**src/rtl/synth_pkg.sv**
```systemverilog
// Shared types for the synth controller blocks.
package synth_pkg;

  // voice_alloc sequencing: wait for a command, walk all voices, commit result.
  typedef enum logic [1:0] {
    IDLE  = 2'd0,
    SCAN  = 2'd1,
    ISSUE = 2'd2
  } voice_alloc_state_t;

  // A latched note command. on = 0 means note-off (including note-on with vel 0).
  typedef struct packed {
    logic       on;
    logic [7:0] key;
    logic [7:0] vel;
  } note_cmd_t;

endpackage

```
**src/rtl/utils.sv**
```systemverilog
// Generic helper functions shared across the synth codebase.
package utils;

  // Ceiling log2, never less than 1 so a single-entry table still gets an index bit.
  function automatic int clogb2(input int value);
    int w;
    w = 0;
    for (int i = 0; i < 31; i++) begin
      if ((1 << i) < value) w = i + 1;
    end
    return (w < 1) ? 1 : w;
  endfunction

endpackage

```
**src/rtl/voice_key_table.sv**
```systemverilog
// Per-voice key registers and gate bits for voice_alloc.
// Offers a single indexed read/compare (driven by the scan index) and
// set/clear ports used when a command is committed. clr_all wins over both.
module voice_key_table #(
  parameter int VOICES  = 32,
  parameter int V_WIDTH = 5
) (
  input  logic               clk,
  input  logic               rst_n,
  input  logic [V_WIDTH-1:0] rd_idx,
  input  logic [7:0]         rd_key,
  output logic               rd_on,
  output logic               rd_match,
  input  logic               wr_en,
  input  logic [V_WIDTH-1:0] wr_idx,
  input  logic [7:0]         wr_key,
  input  logic               clr_en,
  input  logic [V_WIDTH-1:0] clr_idx,
  input  logic               clr_all,
  output logic [VOICES-1:0]  keys_on
);

  logic [7:0] key_tab [VOICES];

  // A key entry is only meaningful while its gate is set; stale keys stay behind.
  assign rd_on    = keys_on[rd_idx];
  assign rd_match = keys_on[rd_idx] && (key_tab[rd_idx] == rd_key);

  // Gate and key storage: global release first, then the single commit write/clear.
  always_ff @(posedge clk or negedge rst_n) begin
    if (!rst_n) begin
      keys_on <= '0;
      for (int v = 0; v < VOICES; v++) key_tab[v] <= 8'd0;
    end else if (clr_all) begin
      keys_on <= '0;
    end else begin
      if (wr_en) begin
        keys_on[wr_idx] <= 1'b1;
        key_tab[wr_idx] <= wr_key;
      end
      if (clr_en) keys_on[clr_idx] <= 1'b0;
    end
  end

endmodule

```
**src/rtl/voice_alloc.sv**
```systemverilog
// Note-event allocator: maps MIDI note-on/off commands onto synth voices.
// A command is accepted in IDLE, SCAN walks every voice once (one per cycle)
// looking for a voice already holding the key and for the first idle voice,
// and ISSUE commits the result and registers all outputs.
// Handshake: a command transfers on a rising edge where cmd_valid && cmd_ready
// (and all_off is low); cmd_ready is registered, high exactly in IDLE, and
// never looks at cmd_valid.
// Build option: define VOICE_STEAL_EN to steal voices round-robin when none is
// free; otherwise such note-ons are dropped and flagged on cmd_dropped.
module voice_alloc
  import synth_pkg::*;
#(
  parameter int VOICES  = 32,
  parameter int V_WIDTH = utils::clogb2(VOICES)
) (
  input  logic               CLOCK_50,
  input  logic               reset_reg_N,
  input  logic               cmd_valid,
  output logic               cmd_ready,
  input  logic               cmd_note_on,
  input  logic [7:0]         cmd_key,
  input  logic [7:0]         cmd_vel,
  input  logic               all_off,
  input  logic [VOICES-1:0]  voice_free,
  output logic [VOICES-1:0]  keys_on,
  output logic               note_on,
  output logic [V_WIDTH-1:0] cur_key_adr,
  output logic [7:0]         cur_key_val,
  output logic [7:0]         cur_vel_on,
  output logic [7:0]         cur_vel_off,
  output logic               voice_stolen,
  output logic               cmd_dropped,
  output voice_alloc_state_t dbg_state
);

  localparam logic [V_WIDTH-1:0] LAST_IDX = V_WIDTH'(VOICES - 1);

  voice_alloc_state_t state;
  note_cmd_t          cmd;
  logic [V_WIDTH-1:0] scan_idx;
  logic               match_found;
  logic [V_WIDTH-1:0] match_idx;
  logic               free_found;
  logic [V_WIDTH-1:0] free_idx;
  logic               miss_q;

  logic               rd_on;
  logic               rd_match;
  logic               issue;
  logic               steal_ok;
  logic [V_WIDTH-1:0] steal_idx;
  logic               tbl_wr_en;
  logic [V_WIDTH-1:0] tbl_wr_idx;
  logic               tbl_clr_en;

  assign dbg_state = state;
  assign issue     = (state == ISSUE) && !all_off;

`ifdef VOICE_STEAL_EN
  logic [V_WIDTH-1:0] steal_ptr;

  assign steal_ok     = 1'b1;
  assign steal_idx    = steal_ptr;
  assign voice_stolen = miss_q;
  assign cmd_dropped  = 1'b0;

  // Round-robin victim pointer, advanced only when a note-on actually steals.
  always_ff @(posedge CLOCK_50 or negedge reset_reg_N) begin
    if (!reset_reg_N) begin
      steal_ptr <= '0;
    end else if (issue && cmd.on && !match_found && !free_found) begin
      steal_ptr <= (steal_ptr == LAST_IDX) ? '0 : steal_ptr + 1'b1;
    end
  end
`else
  assign steal_ok     = 1'b0;
  assign steal_idx    = '0;
  assign voice_stolen = 1'b0;
  assign cmd_dropped  = miss_q;
`endif

  // Commit target: retrigger a matching voice, else the first idle one, else the victim.
  assign tbl_wr_idx = match_found ? match_idx : (free_found ? free_idx : steal_idx);
  assign tbl_wr_en  = issue && cmd.on && (match_found || free_found || steal_ok);
  assign tbl_clr_en = issue && !cmd.on && match_found;

  voice_key_table #(
    .VOICES  (VOICES),
    .V_WIDTH (V_WIDTH)
  ) u_table (
    .clk      (CLOCK_50),
    .rst_n    (reset_reg_N),
    .rd_idx   (scan_idx),
    .rd_key   (cmd.key),
    .rd_on    (rd_on),
    .rd_match (rd_match),
    .wr_en    (tbl_wr_en),
    .wr_idx   (tbl_wr_idx),
    .wr_key   (cmd.key),
    .clr_en   (tbl_clr_en),
    .clr_idx  (match_idx),
    .clr_all  (all_off),
    .keys_on  (keys_on)
  );

  // Sequencer, command latch, scan results and all registered outputs.
  always_ff @(posedge CLOCK_50 or negedge reset_reg_N) begin
    if (!reset_reg_N) begin
      state       <= IDLE;
      cmd         <= '0;
      scan_idx    <= '0;
      match_found <= 1'b0;
      match_idx   <= '0;
      free_found  <= 1'b0;
      free_idx    <= '0;
      cmd_ready   <= 1'b1;
      note_on     <= 1'b0;
      miss_q      <= 1'b0;
      cur_key_adr <= '0;
      cur_key_val <= 8'd0;
      cur_vel_on  <= 8'd0;
      cur_vel_off <= 8'd0;
    end else begin
      note_on <= 1'b0;
      miss_q  <= 1'b0;
      if (all_off) begin
        // Global release: any in-flight command is discarded silently.
        state     <= IDLE;
        cmd_ready <= 1'b1;
      end else begin
        case (state)
          IDLE: begin
            if (cmd_valid && cmd_ready) begin
              cmd.on      <= cmd_note_on && (cmd_vel != 8'd0);
              cmd.key     <= cmd_key;
              cmd.vel     <= cmd_vel;
              scan_idx    <= '0;
              match_found <= 1'b0;
              free_found  <= 1'b0;
              cmd_ready   <= 1'b0;
              state       <= SCAN;
            end
          end
          SCAN: begin
            if (!match_found && rd_match) begin
              match_found <= 1'b1;
              match_idx   <= scan_idx;
            end
            if (!free_found && voice_free[scan_idx] && !rd_on) begin
              free_found <= 1'b1;
              free_idx   <= scan_idx;
            end
            if (scan_idx == LAST_IDX) state <= ISSUE;
            else scan_idx <= scan_idx + 1'b1;
          end
          ISSUE: begin
            state     <= IDLE;
            cmd_ready <= 1'b1;
            if (cmd.on) begin
              if (match_found || free_found || steal_ok) begin
                note_on     <= 1'b1;
                cur_key_adr <= tbl_wr_idx;
                cur_key_val <= cmd.key;
                cur_vel_on  <= cmd.vel;
              end
              if (!match_found && !free_found) miss_q <= 1'b1;
            end else if (match_found) begin
              cur_key_adr <= match_idx;
              cur_key_val <= cmd.key;
              cur_vel_off <= cmd.vel;
            end
          end
          default: begin
            state     <= IDLE;
            cmd_ready <= 1'b1;
          end
        endcase
      end
    end
  end

endmodule
```
**config.mk**
```make
export PLATFORM = sky130hd
export DESIGN_NAME = voice_alloc
export DESIGN_NICKNAME = d
export VERILOG_FILES = /design/src/rtl/synth_pkg.sv /design/src/rtl/utils.sv /design/src/rtl/voice_key_table.sv /design/src/rtl/voice_alloc.sv
export SDC_FILE = /design/constraint.sdc
export NUM_CORES = 1
export LEC_CHECK = 0
export CAP_MARGIN = 20
export CORE_MARGIN = 1.5
export CORE_UTILIZATION = 57
export CTS_CLUSTER_SIZE = 14
export DETAILED_ROUTE_END_ITERATION = 10
export PLACE_DENSITY = 0.78
export SKIP_CTS_REPAIR_TIMING = 1
export SLEW_MARGIN = 20
export SYNTH_ARGS = -nofsm -noshare
export SYNTH_HDL_FRONTEND = slang
export SYNTH_SLANG_ARGS = --single-unit
```
**constraint.sdc**
```tcl
create_clock -name CLOCK_50 -period 8.1 [get_ports CLOCK_50]
set_clock_uncertainty 0.2 [all_clocks]
set_input_delay 1.62 -clock CLOCK_50 [delete_from_list [all_inputs] [get_ports CLOCK_50]]
set_output_delay 1.62 -clock CLOCK_50 [all_outputs]
set_load 0.005 [all_outputs]
```
**Yosys cells after proc, flatten, opt, wreduce, memory -nomap -nowiden**

Cells that the tools add are included.

- Add/subtract/negate cells: 1
- Magnitude comparators: 8
- Equal/unequal tests: 12
- Mux-type cells: 48
- Bitwise logic cells: 7
- Reduce and logical (&&, ||, !) cells: 37

Operator list:

| cell | number |
|---|---|
| 256-bit bitwise mux | 1 |
| 32-bit 2-to-1 mux | 4 |
| 8-bit 2-to-1 mux | 6 |
| 8-bit binary-select mux with 5-bit select | 1 |
| 8-bit demux with 5-bit select | 1 |
| 5-bit 2-to-1 mux | 7 |
| 32-bit bitwise AND | 1 |
| 32-bit inverter | 1 |
| 32-bit OR | 1 |
| 4-bit AND reduction | 6 |
| 5-bit by 6-bit less-than comparator with 1-bit output (second input constant) | 3 |
| 1-bit 2-to-1 mux | 16 |
| 1-bit logical AND | 15 |
| 6-bit >= comparator (second input constant) | 2 |
| 5-bit inverter with 6-bit output | 2 |
| 1-bit binary-select mux with 5-bit select | 2 |
| 1-bit demux with 5-bit select | 2 |
| 5-bit by 1-bit >= comparator with 1-bit output (second input constant) | 2 |
| 2-bit inequality test (second input constant) | 5 |
| 5-bit one-hot mux with 2 select lines | 1 |
| 3-bit AND reduction | 3 |
| 8-bit equality test | 1 |
| 8-bit nonzero test | 1 |
| 6-bit by 1-bit less-than comparator with 1-bit output (second input constant) | 1 |
| 15 further kinds | 28 |

- Register bits after elaboration: 356
- Input port bits: 53
- Output and inout port bits: 67
- Word-level logic and storage cells: 162

**Depth between registers and ports, before layout**

Gate-level depths: netlist of run 1.

- Word-level depth: 12
- Gate-level depth with buffers: 13
- Depth with buffers taken out: 9

**By module**

A second synthesis of run 1 with hierarchy kept.

- Cell total of the unflattened synthesis: 1210
- Area total of the unflattened synthesis: 16734.8 sq um

Modules (own cells, without submodules):

| module | times used | cells an instance | area an instance (sq um) | sequential area each (sq um) |
|---|---|---|---|---|
| voice_key_table | 1 | 970 | 13676.9 | 7206.9 |
| voice_alloc | 1 | 240 | 3057.9 | 1702.9 |

**Least setup slack after synthesis of run 1**

Ideal clock, no wire load.

- Path kind: input to register
- Start: input all_off
- End: register u_table.key_tab[200] in the netlist's numbering
- Setup time: 0.125 ns
- Arrival time: 3.506 ns
- Data required time: 7.775 ns
- Path slack: 4.269 ns
- Cell stages on the path: 7
- Buffers on the path: 1
- Cell sequence: nor3b_1 > nand2_1 > nor2_1 > clkbuf_1 > nand3b_1 > nor2_1 > mux2_2

- Word-level cells in the longest chain between the ends: 5
- Elaborated cells between the ends (all ways): 6
- Those cells by class: bitwise: 1; reduce/logical: 5

Ends and longest elaborated chain:

| element | line | text |
|---|---|---|
| from (decl) | voice_alloc.sv:23 | `input logic all_off,` |
| 1-bit logical NOT | voice_alloc.sv:57 | `assign issue = (state == ISSUE) && !all_off;` |
| 1-bit logical AND | voice_alloc.sv:57 |  |
| 1-bit logical AND (2 in series) | voice_alloc.sv:84 | `assign tbl_wr_en = issue && cmd.on && (match_found \|\| free_found \|\| steal_ok);` |
| 2-bit AND reduction (no line) * | n/a |  |
| to (signal, indexed assignment) | voice_key_table.sv:39 | `key_tab[wr_idx] <= wr_key;` |
| to (decl) | voice_key_table.sv:23 | `logic [7:0] key_tab [VOICES];` |

Mark *: on every way between the ends. The rest lies on a longest branch, timed or not.
A chain may end at the register's enable or synchronous reset.

**Final worst setup path of run 1**

- Start: input all_off
- End: register u_table.key_tab[63] in the netlist's numbering

Same word-level chain as after synthesis.

==> metrics.csv, run 1 <==
stage,metric,value,unit
critical_path,CP peak stage delay,0.96,ns
global_routing,grt ovf,0,
global_routing,first-pass GRT wire length,67.6,mm
drt,DRT antenna net count,0,
synthesis,syn avg cell area,13.5,µm²
synthesis,Syn. warnings,0,
timing,relative slew slack,0.160,
clocking,clk sinks,356,
power,Pleak,8.91,nW
synthesis,number of synthesized flops with an enable pin,0,
finish,Final nets,1374,
clocking,CTS tree,built,
finish,# diodes,0,
synthesis,post-synthesis async set-or-reset flop share,1.00,
critical_path,crit path kind,primary input to register,
timing,fraction of the cycle the final worst path needs,0.655,
flow_run,max cap viols,0,
timing,Worst Max-Slew Pin Slew,1.25,ns
drt,routed via count,11000,
synthesis,sequential area share after synthesis,0.540,
critical_path,Worst Setup Start Kind,primary input,
timing,Max Clk Rate,0.189,GHz
global_routing,Total GRT Usage,0.296,
die,full die area,0.0300,mm²
critical_path,Critical Path Slowest Stage Cell,nor2_1,
clocking,clk buf depth,3,
critical_path,critical-path maximum fanout,39,
placed_design,total placed cells including tap cells,1662,
critical_path,CP startpoint,all_off,
global_routing,pin count of the biggest net entering global routing,149,
synthesis,cells after synthesis,1219,
drt,via density per instance,6.35,
placed_design,gpl congestion,0.894,
die,die height,173,µm
critical_path,reg2reg start,scan_idx[0],
die,core box area,0.0286,mm²
global_routing,number of global-route vias before repair,11400,
clocking,Root Buffer,clkbuf_16,
critical_path,crit path capture type,register,
clocking,cts bufs inserted,38,
synthesis,Syn Std Cell Area,0.0165,mm²
power,Worst VDD drop,0.163,mV
clocking,Clock H-tree levels,2,
drt,DR pass1 iterations,5,
placed_design,dpl hpwl,28.2,mm
die,Die W,173,µm
power,PwrDens,209,mW/mm²
timing,setup_tns,0,ns
synthesis,Cell variety after synth,61,
critical_path,critical path depth,8,
critical_path,CP most frequent cell,nor2_1,
finish,synth-to-layout area growth,16.8,%
die,Initial Utilization,0.576,
timing,RSZ-0062 raised after global routing,false,
critical_path,"Data required, critical path",8.32,ns
worst_hold_path,Hold Path Class,register to register,
critical_path,CP arrival,5.53,ns
drt,Routed WL per cell,24.9,µm
placed_design,Port Buffer Count,118,
drt,DR iter-0 viols,1049,
synthesis,synthesized flop and latch total,356,
outcome,status,"finished, final reports clean",
finish,"commonest non-fill, non-tap cell in the layout",dfrtp_1,
timing,Setup Viol. Count Final,0,
global_routing,number of antenna violations at the first check in global routing,0,
drt,Routed WL,43.1,mm
worst_hold_path,hold_sp,cur_vel_off[1],
timing,Fin. Hold Viols,0,
clocking,worst skew pair latency,0.54,ns
critical_path,FF-to-FF path depth,8,
finish,"commonest cells after routing, fill and taps aside","dfrtp_1 (353), mux2_2 (287), nand2_1 (121)",
worst_hold_path,worst hold stages,2,
critical_path,Crit path max-delay family,simple AND/OR/NAND/NOR gates,
drt,drt drc,0,
die,# rows,62,
finish,post-route insts no fill,1729,
timing,fin. max-slew vios,0,
die,Top Ports,120,
finish,layout cells sized above 1,0.329,
critical_path,Reg2Reg Setup Slack,3.94,ns
critical_path,Critical path buffers and inverters,2,
clocking,Worst-path clk slew,0.06,ns
synthesis,ys flop type,dfrtp_1,
timing,Final Critical Period,5.31,ns
critical_path,"Cell Chain, Critical Path",clkdlybuf4s50_1 -> buf_4 -> nor3b_1 -> nand2_1 -> nor2_1 -> nand3_1 -> nor2_1 -> mux2_2,
synthesis,Post-Synthesis Net Count,1274,
cells in the mapped netlist (3+ instances only):
| cell | instances | area [µm²] |
|---|---|---|
| a211o_1 | 3 | 26.3 |
| a211oi_1 | 17 | 128 |
| a21o_1 | 4 | 30.0 |
| a21oi_1 | 15 | 75.1 |
| a221oi_1 | 17 | 149 |
| a22o_1 | 5 | 43.8 |
| a22oi_1 | 6 | 45.0 |
| a311oi_1 | 4 | 35.0 |
| and3_1 | 4 | 25.0 |
| buf_1 | 4 | 15.0 |
| buf_2 | 8 | 40.0 |
| buf_4 | 6 | 45.0 |
| buf_6 | 5 | 56.3 |
| clkbuf_1 | 55 | 206 |
| dfrtp_1 | 355 | 8880 |
| inv_1 | 16 | 60.1 |
| mux2_1 | 8 | 90.1 |
| mux2_2 | 287 | 3230 |
| mux2i_1 | 26 | 260 |
| mux4_2 | 66 | 1490 |
| nand2_1 | 121 | 454 |
| nand2b_1 | 3 | 18.8 |
| nand3_1 | 16 | 80.1 |
| nand3b_1 | 3 | 22.5 |
| nor2_1 | 50 | 188 |
| nor2b_1 | 12 | 75.1 |
| nor3_1 | 13 | 65.1 |
| nor3b_1 | 7 | 52.6 |
| nor4_1 | 6 | 37.5 |
| o211ai_1 | 3 | 22.5 |
| o21ai_0 | 23 | 115 |
| o221ai_1 | 7 | 61.3 |
| o22ai_1 | 4 | 25.0 |
| or3_1 | 3 | 18.8 |
flip-flops by register name, indices dropped and copies added (netlist names), 2 cells and up:
signal / count
dbg_state: 2
u_table.key_tab: 256
cur_vel_off: 8
cur_key_adr: 5
cmd: 17
cur_vel_on: 8
u_table.keys_on: 32
match_idx: 5
free_idx: 5
cur_key_val: 8
scan_idx: 5
routing by layer:
| metal | part of all wire | global-route usage | up-vias |
|---|---|---|---|
| li1 | - | - | 4700 |
| met1 | 0.41 | 0.409 | 5725 |
| met2 | 0.47 | 0.454 | 426 |
| met3 | 0.076 | 0.0651 | 127 |
| met4 | 0.044 | 0.133 | 0 |
| met5 | 0 | 0 | - |
cells by family (layout without fill, tap and decap cells):
kind of cell | after synthesis | count (layout) | synth area share
multiplexers | 387 | 387 | 0.307
flip-flops | 356 | 356 | 0.540
AND/OR/NAND/NOR | 252 | 252 | 0.0700
AO/OA/AOI/OAI | 122 | 122 | 0.0534
buffers and inverters | 96 | 222 | 0.0261
XOR/XNOR | 3 | 3 | 0.00159
adder cells (fa/ha/maj) | 2 | 2 | 0.00152
other | 1 | 1 | 0.000227
cell type report:
class / instances / area, µm²
Fill cell: 1993 / 9360
Sequential cell: 356 / 8920
Multi-Input combinational cell: 767 / 7180
Timing Repair Buffer: 138 / 1380
Clock buffer: 57 / 1140
Tap cell: 384 / 480
Clock inverter: 9 / 92.6
Inverter: 18 / 67.6
through the flow:
stage                      util  power (mW)  setup WS, ns  instance area [µm²]  hold slack (ns)
after floorplan               -        2.17          4.27                16500            0.244
after global placement    0.628        2.35          2.55                18000            0.258
after detailed placement  0.628        2.35          2.43                18000            0.266
after CTS                 0.672        4.04          2.94                19200            0.280
after global routing      0.673        4.16          2.57                19300            0.294
final                     0.673        4.03          2.79                19300            0.273
report_power, final:
group / internal, mW / total (mW) / switching, mW / leakage [nW]
Sequential: 1.81 / 1.87 / 0.0586 / 4.94
Combinational: 0.159 / 0.454 / 0.295 / 3.35
Clock: 1.01 / 1.70 / 0.697 / 0.613
Total: 2.98 / 4.03 / 1.05 / 8.91
worst reg2reg max path, stage by stage (launching register included):
cell and delay [ns]:
dfrtp_4 0.53, buf_12 0.57, mux4_2 0.74, mux2_2 0.31, a221o_1 0.34, and3b_1 0.20, nor4_1 0.24, and4b_1 0.53
mux2_1 0.38
path summary, 6_finish.rpt:
| path | endpoint |
|---|---|
| hold / removal | cur_vel_off[1] |
| setup / recovery | u_table.key_tab[63] |
| hold reg to reg | cur_vel_off[1] |
| min in group asynchronous | u_table.key_tab[186] |
| setup reg to reg | match_idx[3] |
| max in group asynchronous | u_table.key_tab[12] |
No activity file was read; power rests on OpenSTA's default activity.
==> run 2: changes to the inputs <==
--- a/config.mk
+++ b/config.mk
@@ -7,10 +7,10 @@
 export LEC_CHECK = 0
 export CAP_MARGIN = 20
 export CORE_MARGIN = 1.5
-export CORE_UTILIZATION = 57
+export CORE_UTILIZATION = 53
 export CTS_CLUSTER_SIZE = 14
 export DETAILED_ROUTE_END_ITERATION = 10
-export PLACE_DENSITY = 0.78
+export PLACE_DENSITY = 0.76
 export SKIP_CTS_REPAIR_TIMING = 1
 export SLEW_MARGIN = 20
 export SYNTH_ARGS = -nofsm -noshare
==> constraint.sdc (replaced) <==
create_clock -name CLOCK_50 -period 4.7 [get_ports CLOCK_50]
set_clock_uncertainty 0.2 [all_clocks]
set_input_delay 0.94 -clock CLOCK_50 [delete_from_list [all_inputs] [get_ports CLOCK_50]]
set_output_delay 0.94 -clock CLOCK_50 [all_outputs]
set_load 0.005 [all_outputs]
==> run 2 against run 1 <==
Worst setup slack got worse by 2.0 ns. Clock-buffer cell count shrank 4. Design area grew 1.6%. Clock power increased by 82%. Total power increased by 77%. Critical endpoint is now match_idx[0]. Cell count rose by 2.7%.
==> metrics.csv, run 2 (synthesis results as in run 1) <==
stage,metric,value,unit
outcome,status,"finished, final reports clean",
finish,"commonest non-fill, non-tap cell in the layout",dfrtp_1,
clocking,clk sinks,356,
clocking,worst skew pair latency,0.54,ns
global_routing,met3 usage,0.0632,
clocking,Worst-path clk slew,0.06,ns
global_routing,met2 global-route usage,0.450,
placed_design,gpl congestion,0.916,
power,Worst VDD drop,0.252,mV
critical_path,Crit Reg-Reg Endpoint,match_idx[0],
critical_path,FF-to-FF path depth,8,
die,full die area,0.0322,mm²
power,PwrDens,364,mW/mm²
critical_path,Critical path buffers and inverters,1,
placed_design,placed inst area,0.0183,mm²
finish,top flop regs,"u_table.key_tab (256), u_table.keys_on (32), cmd (17)",
critical_path,CP arrival,4.08,ns
critical_path,Critical Path Slowest Stage Cell,dfrtp_4,
drt,routed via count,11300,
global_routing,number of global-route vias before repair,11800,
drt,DR pass1 iterations,5,
timing,Hold Slack,0.254,ns
finish,Final nets,1407,
placed_design,dpl hpwl,29.6,mm
critical_path,CP startpoint,scan_idx[0],
die,core box area,0.0306,mm²
power,total power,7.12,mW
critical_path,"Data required, critical path",4.90,ns
global_routing,Total GRT Usage,0.284,
global_routing,grt ovf,0,
global_routing,pin count of the biggest net entering global routing,110,
drt,via density per instance,6.34,
timing,Setup Viol. Count Final,0,
critical_path,crit path capture type,register,
critical_path,critical path depth,8,
finish,Reg area,0.00892,mm²
finish,Fill cells,2278,
power,Pleak,9.11,nW
timing,RSZ-0062 raised after global routing,false,
timing,Max Clk Rate,0.258,GHz
global_routing,number of antenna violations at the first check in global routing,0,
finish,synth-to-layout area growth,18.7,%
critical_path,reg2reg start,scan_idx[0],
critical_path,Worst Setup Start Kind,register,
critical_path,Critical Path Sink,match_idx[0],
worst_hold_path,Hold Path Class,primary input to asynchronous set/reset pin,
finish,max reg flops,256,
finish,"commonest cells after routing, fill and taps aside","dfrtp_1 (353), mux2_2 (287), nand2_1 (121)",
clocking,CTS tree,built,
die,# rows,64,
timing,setup_tns,0,ns
timing,Fin. Hold Viols,0,
finish,most flop-heavy register,u_table.key_tab,
timing,Worst Max-Slew Pin Slew,1.11,ns
placed_design,Port Buffer Count,118,
critical_path,critical-path maximum fanout,33,
clocking,Clock H-tree levels,2,
drt,Routed WL,45.0,mm
drt,DRT antenna net count,0,
timing,relative slew slack,0.257,
critical_path,"Cell Chain, Critical Path",buf_12 -> mux4_2 -> a22o_1 -> a211o_1 -> a21o_1 -> a221oi_2 -> and4b_1 -> mux2_1,
timing,fin. max-slew vios,0,
critical_path,Crit path max-delay family,compound AO/OA/AOI/OAI gates,
timing,Final Critical Period,3.88,ns
flow_run,max cap viols,0,
timing,fraction of the cycle the final worst path needs,0.825,
finish,Multi-input gate area,0.00717,mm²
clocking,cts bufs inserted,39,
global_routing,GR Util met1,0.388,
critical_path,crit path kind,register to register,
critical_path,Reg2Reg Setup Slack,0.82,ns
clocking,clk buf depth,3,
clocking,Root Buffer,clkbuf_16,
die,die height,179,µm
finish,layout cells sized above 1,0.347,
finish,# diodes,0,
drt,drt drc,0,
die,Die W,179,µm
finish,Final Instance Area,0.0196,mm²
global_routing,most used routing layer,met2,
die,Initial Utilization,0.539,
die,Top Ports,120,
critical_path,CP peak stage delay,0.86,ns
global_routing,first-pass GRT wire length,70.8,mm
drt,Routed WL per cell,25.3,µm
drt,DR iter-0 viols,998,
run 2: per-layer routing:
metal,wire length [µm],vias to the layer above
li1,-,4759
met1,18500,5893
met2,21500,502
met3,3580,105
met4,1460,0
met5,0,-
run 2: cell type report:
cell class	instances	area share
tap	396	0.0253
timing repair buffer	170	0.0831
clock buffer	53	0.0577
inverter	18	0.00345
clock inverter	16	0.00907
multi-input combinational	767	0.366
sequential	356	0.455
run 2: how the worst min path moves through the flow:
stage	to	slack, ns	cells after the start
after floorplan	u_table.key_tab[128]	0.24	2
after global placement	u_table.key_tab[128]	0.26	2
after detailed placement	cur_vel_off[1]	0.27	2
after CTS	cur_vel_off[0]	0.28	2
after global routing	u_table.key_tab[8]	0.30	2
final	cur_key_val[2]	0.25	1
run 2: worst reg2reg max path, stage by stage (launching register included):
cell and delay (ns):
dfrtp_4 0.86, buf_12 0.32, mux4_2 0.53, a22o_1 0.24
a211o_1 0.30, a21o_1 0.19, a221oi_2 0.28, and4b_1 0.47
mux2_1 0.36
run 2: where the power goes:
group | switching (mW) | total, mW | internal, mW
logic | 0.466 | 0.758 | 0.292
clock network | 1.24 | 3.10 | 1.86
registers | 0.148 | 3.27 | 3.12
total | 1.86 | 7.12 | 5.27
run 2: through the flow:
stage                     setup slack (ns)   util  instances
after floorplan                       1.54      -       1219
after global routing                 0.648  0.640       1776
after global placement               0.781  0.597       1707
final                                0.821  0.640       1776
after detailed placement             0.690  0.597       1707
after CTS                            0.832  0.640       1776
==> run 3: changes to the inputs <==
==> constraint.sdc (replaced) <==
create_clock -name CLOCK_50 -period 3.5 [get_ports CLOCK_50]
set_clock_uncertainty 0.2 [all_clocks]
set_input_delay 0.7 -clock CLOCK_50 [delete_from_list [all_inputs] [get_ports CLOCK_50]]
set_output_delay 0.7 -clock CLOCK_50 [all_outputs]
set_load 0.005 [all_outputs]
==> run 3 against run 2 <==
Worst hold slack improved by 0.016 ns. Largest power group unchanged. Highest routed layer unchanged. Die area did not move. Via count barely moved. Cell count is 1.5% higher. Sequential power up 34%. Critical path type unchanged. Combinational power up 40%.
==> metrics.csv, run 3 (synthesis results as in run 1) <==
stage,metric,value,unit
placed_design,gpl congestion,0.934,
critical_path,Worst Setup Start Kind,register,
timing,Fin. Hold Viols,0,
critical_path,"Data required, critical path",3.70,ns
finish,top flop regs,"u_table.key_tab (256), u_table.keys_on (32), cmd (17)",
finish,"commonest non-fill, non-tap cell in the layout",dfrtp_1,
global_routing,number of global-route vias before repair,11500,
finish,synth-to-layout area growth,20.1,%
die,Initial Utilization,0.539,
critical_path,Critical path buffers and inverters,1,
finish,Final nets,1437,
clocking,Clock H-tree levels,2,
finish,layout cells sized above 1,0.354,
drt,DR iter-0 viols,1028,
placed_design,dpl hpwl,30.4,mm
drt,DRT antenna net count,0,
timing,setup_tns,0,ns
critical_path,CP arrival,3.55,ns
drt,drt drc,0,
drt,via density per instance,6.24,
timing,relative slew slack,0.312,
clocking,clk buf depth,3,
timing,Hold Slack,0.270,ns
outcome,status,"finished, final reports clean",
global_routing,first-pass GRT wire length,69.9,mm
placed_design,total placed cells including tap cells,1737,
flow_run,max cap viols,0,
critical_path,critical path depth,8,
clocking,worst skew pair latency,0.53,ns
critical_path,Critical Path Sink,match_idx[0],
die,full die area,0.0322,mm²
drt,routed via count,11300,
power,Worst VDD drop,0.451,mV
timing,Worst Max-Slew Pin Slew,1.03,ns
die,die height,179,µm
critical_path,Critical Path Slowest Stage Cell,mux4_2,
placed_design,Port Buffer Count,118,
timing,RSZ-0062 raised after global routing,false,
power,total power,9.42,mW
power,PwrDens,475,mW/mm²
worst_hold_path,Hold Path Class,register to register,
critical_path,crit path capture type,register,
critical_path,Crit path max-delay family,multiplexers,
finish,post-route insts no fill,1803,
finish,# diodes,0,
die,# rows,64,
power,Pleak,9.24,nW
clocking,Root Buffer,clkbuf_16,
drt,Routed WL,44.7,mm
critical_path,CP startpoint,scan_idx[0],
critical_path,CP peak stage delay,0.54,ns
clocking,Worst-path clk slew,0.06,ns
drt,DR pass1 iterations,5,
critical_path,"Cell Chain, Critical Path",buf_12 -> mux4_2 -> mux2_2 -> a221oi_1 -> or3_1 -> nand4b_1 -> and4b_2 -> mux2_1,
die,Die W,179,µm
critical_path,critical-path maximum fanout,33,
clocking,CTS tree,built,
finish,most flop-heavy register,u_table.key_tab,
timing,Max Clk Rate,0.298,GHz
global_routing,Total GRT Usage,0.282,
die,core box area,0.0306,mm²
clocking,clk sinks,356,
timing,Final Critical Period,3.36,ns
finish,Fill cells,2267,
critical_path,crit path kind,register to register,
global_routing,grt ovf,0,
finish,max reg flops,256,
critical_path,FF-to-FF path depth,8,
finish,"commonest cells after routing, fill and taps aside","dfrtp_1 (353), mux2_2 (287), nand2_1 (121)",
clocking,cts bufs inserted,38,
timing,fraction of the cycle the final worst path needs,0.959,
global_routing,pin count of the biggest net entering global routing,103,
timing,fin. max-slew vios,0,
critical_path,Crit Reg-Reg Endpoint,match_idx[0],
timing,Setup Viol. Count Final,0,
critical_path,Reg2Reg Setup Slack,0.14,ns
die,Top Ports,120,
critical_path,reg2reg start,scan_idx[0],
global_routing,number of antenna violations at the first check in global routing,0,
drt,Routed WL per cell,24.8,µm
## run 3: changes by cell type in the layout (fill, tap and decap cells not counted), sizes merged
cell,change
buf,+30
clkinv,-10
clkbuf,+8
dlygate4sd3,+1
bufinv,-1
inv,-1
## run 3: worst min-delay path by stage
stage	endpoint	from	depth (start not counted)	slack [ns]
2_1_floorplan	cmd[0]	reset_reg_N	0	0.20
3_3_place_gp	u_table.key_tab[160]	u_table.key_tab[160]	2	0.26
3_5_place_dp	cur_vel_off[2]	cur_vel_off[2]	2	0.26
4_1_cts	cur_key_val[0]	reset_reg_N	1	-0.07
5_1_grt	u_table.key_tab[64]	u_table.key_tab[64]	2	0.30
6_report	cur_vel_off[2]	cur_vel_off[2]	2	0.27
## run 3: final cells by class
cell class	count	area, µm²	share of cell area
sequential	356	8920	0.450
multi-input combinational	767	7170	0.362
timing repair buffer	201	1950	0.0983
clock buffer	61	1150	0.0579
tap	396	495	0.0250
clock inverter	4	73.8	0.00372
inverter	18	67.6	0.00341
## run 3: worst register-to-register path, delay by kind of cell (launching register included)
family                 cells  cell delay [ns]
muxes                      3             1.24
buffers and inverters      1             0.26
and+or+nand+nor            3             0.70
AOI/OAI and AO/OA          1             0.31
DFF                        1             0.53
## run 3: routing by layer
layer	global-route usage	wire length, µm
met5	0	0
met4	0.0997	1520
met3	0.0480	2990
met2	0.445	21400
met1	0.396	18800
## run 3: per-stage QoR
step / util / cell area (µm²) / setup WS, ns
floorplan: - / 16500 / 0.339
global placement: 0.608 / 18600 / 0.0663
detailed placement: 0.608 / 18600 / 0.0918
CTS: 0.648 / 19800 / 0.0880
global route: 0.648 / 19800 / 0.0314
finish: 0.648 / 19800 / 0.144
## run 3: report_power, final
part           internal [mW]  leakage (nW)  switching (mW)
clock                   2.38         0.597            1.58
combinational          0.419          3.70           0.641
sequential              4.19          4.94           0.197
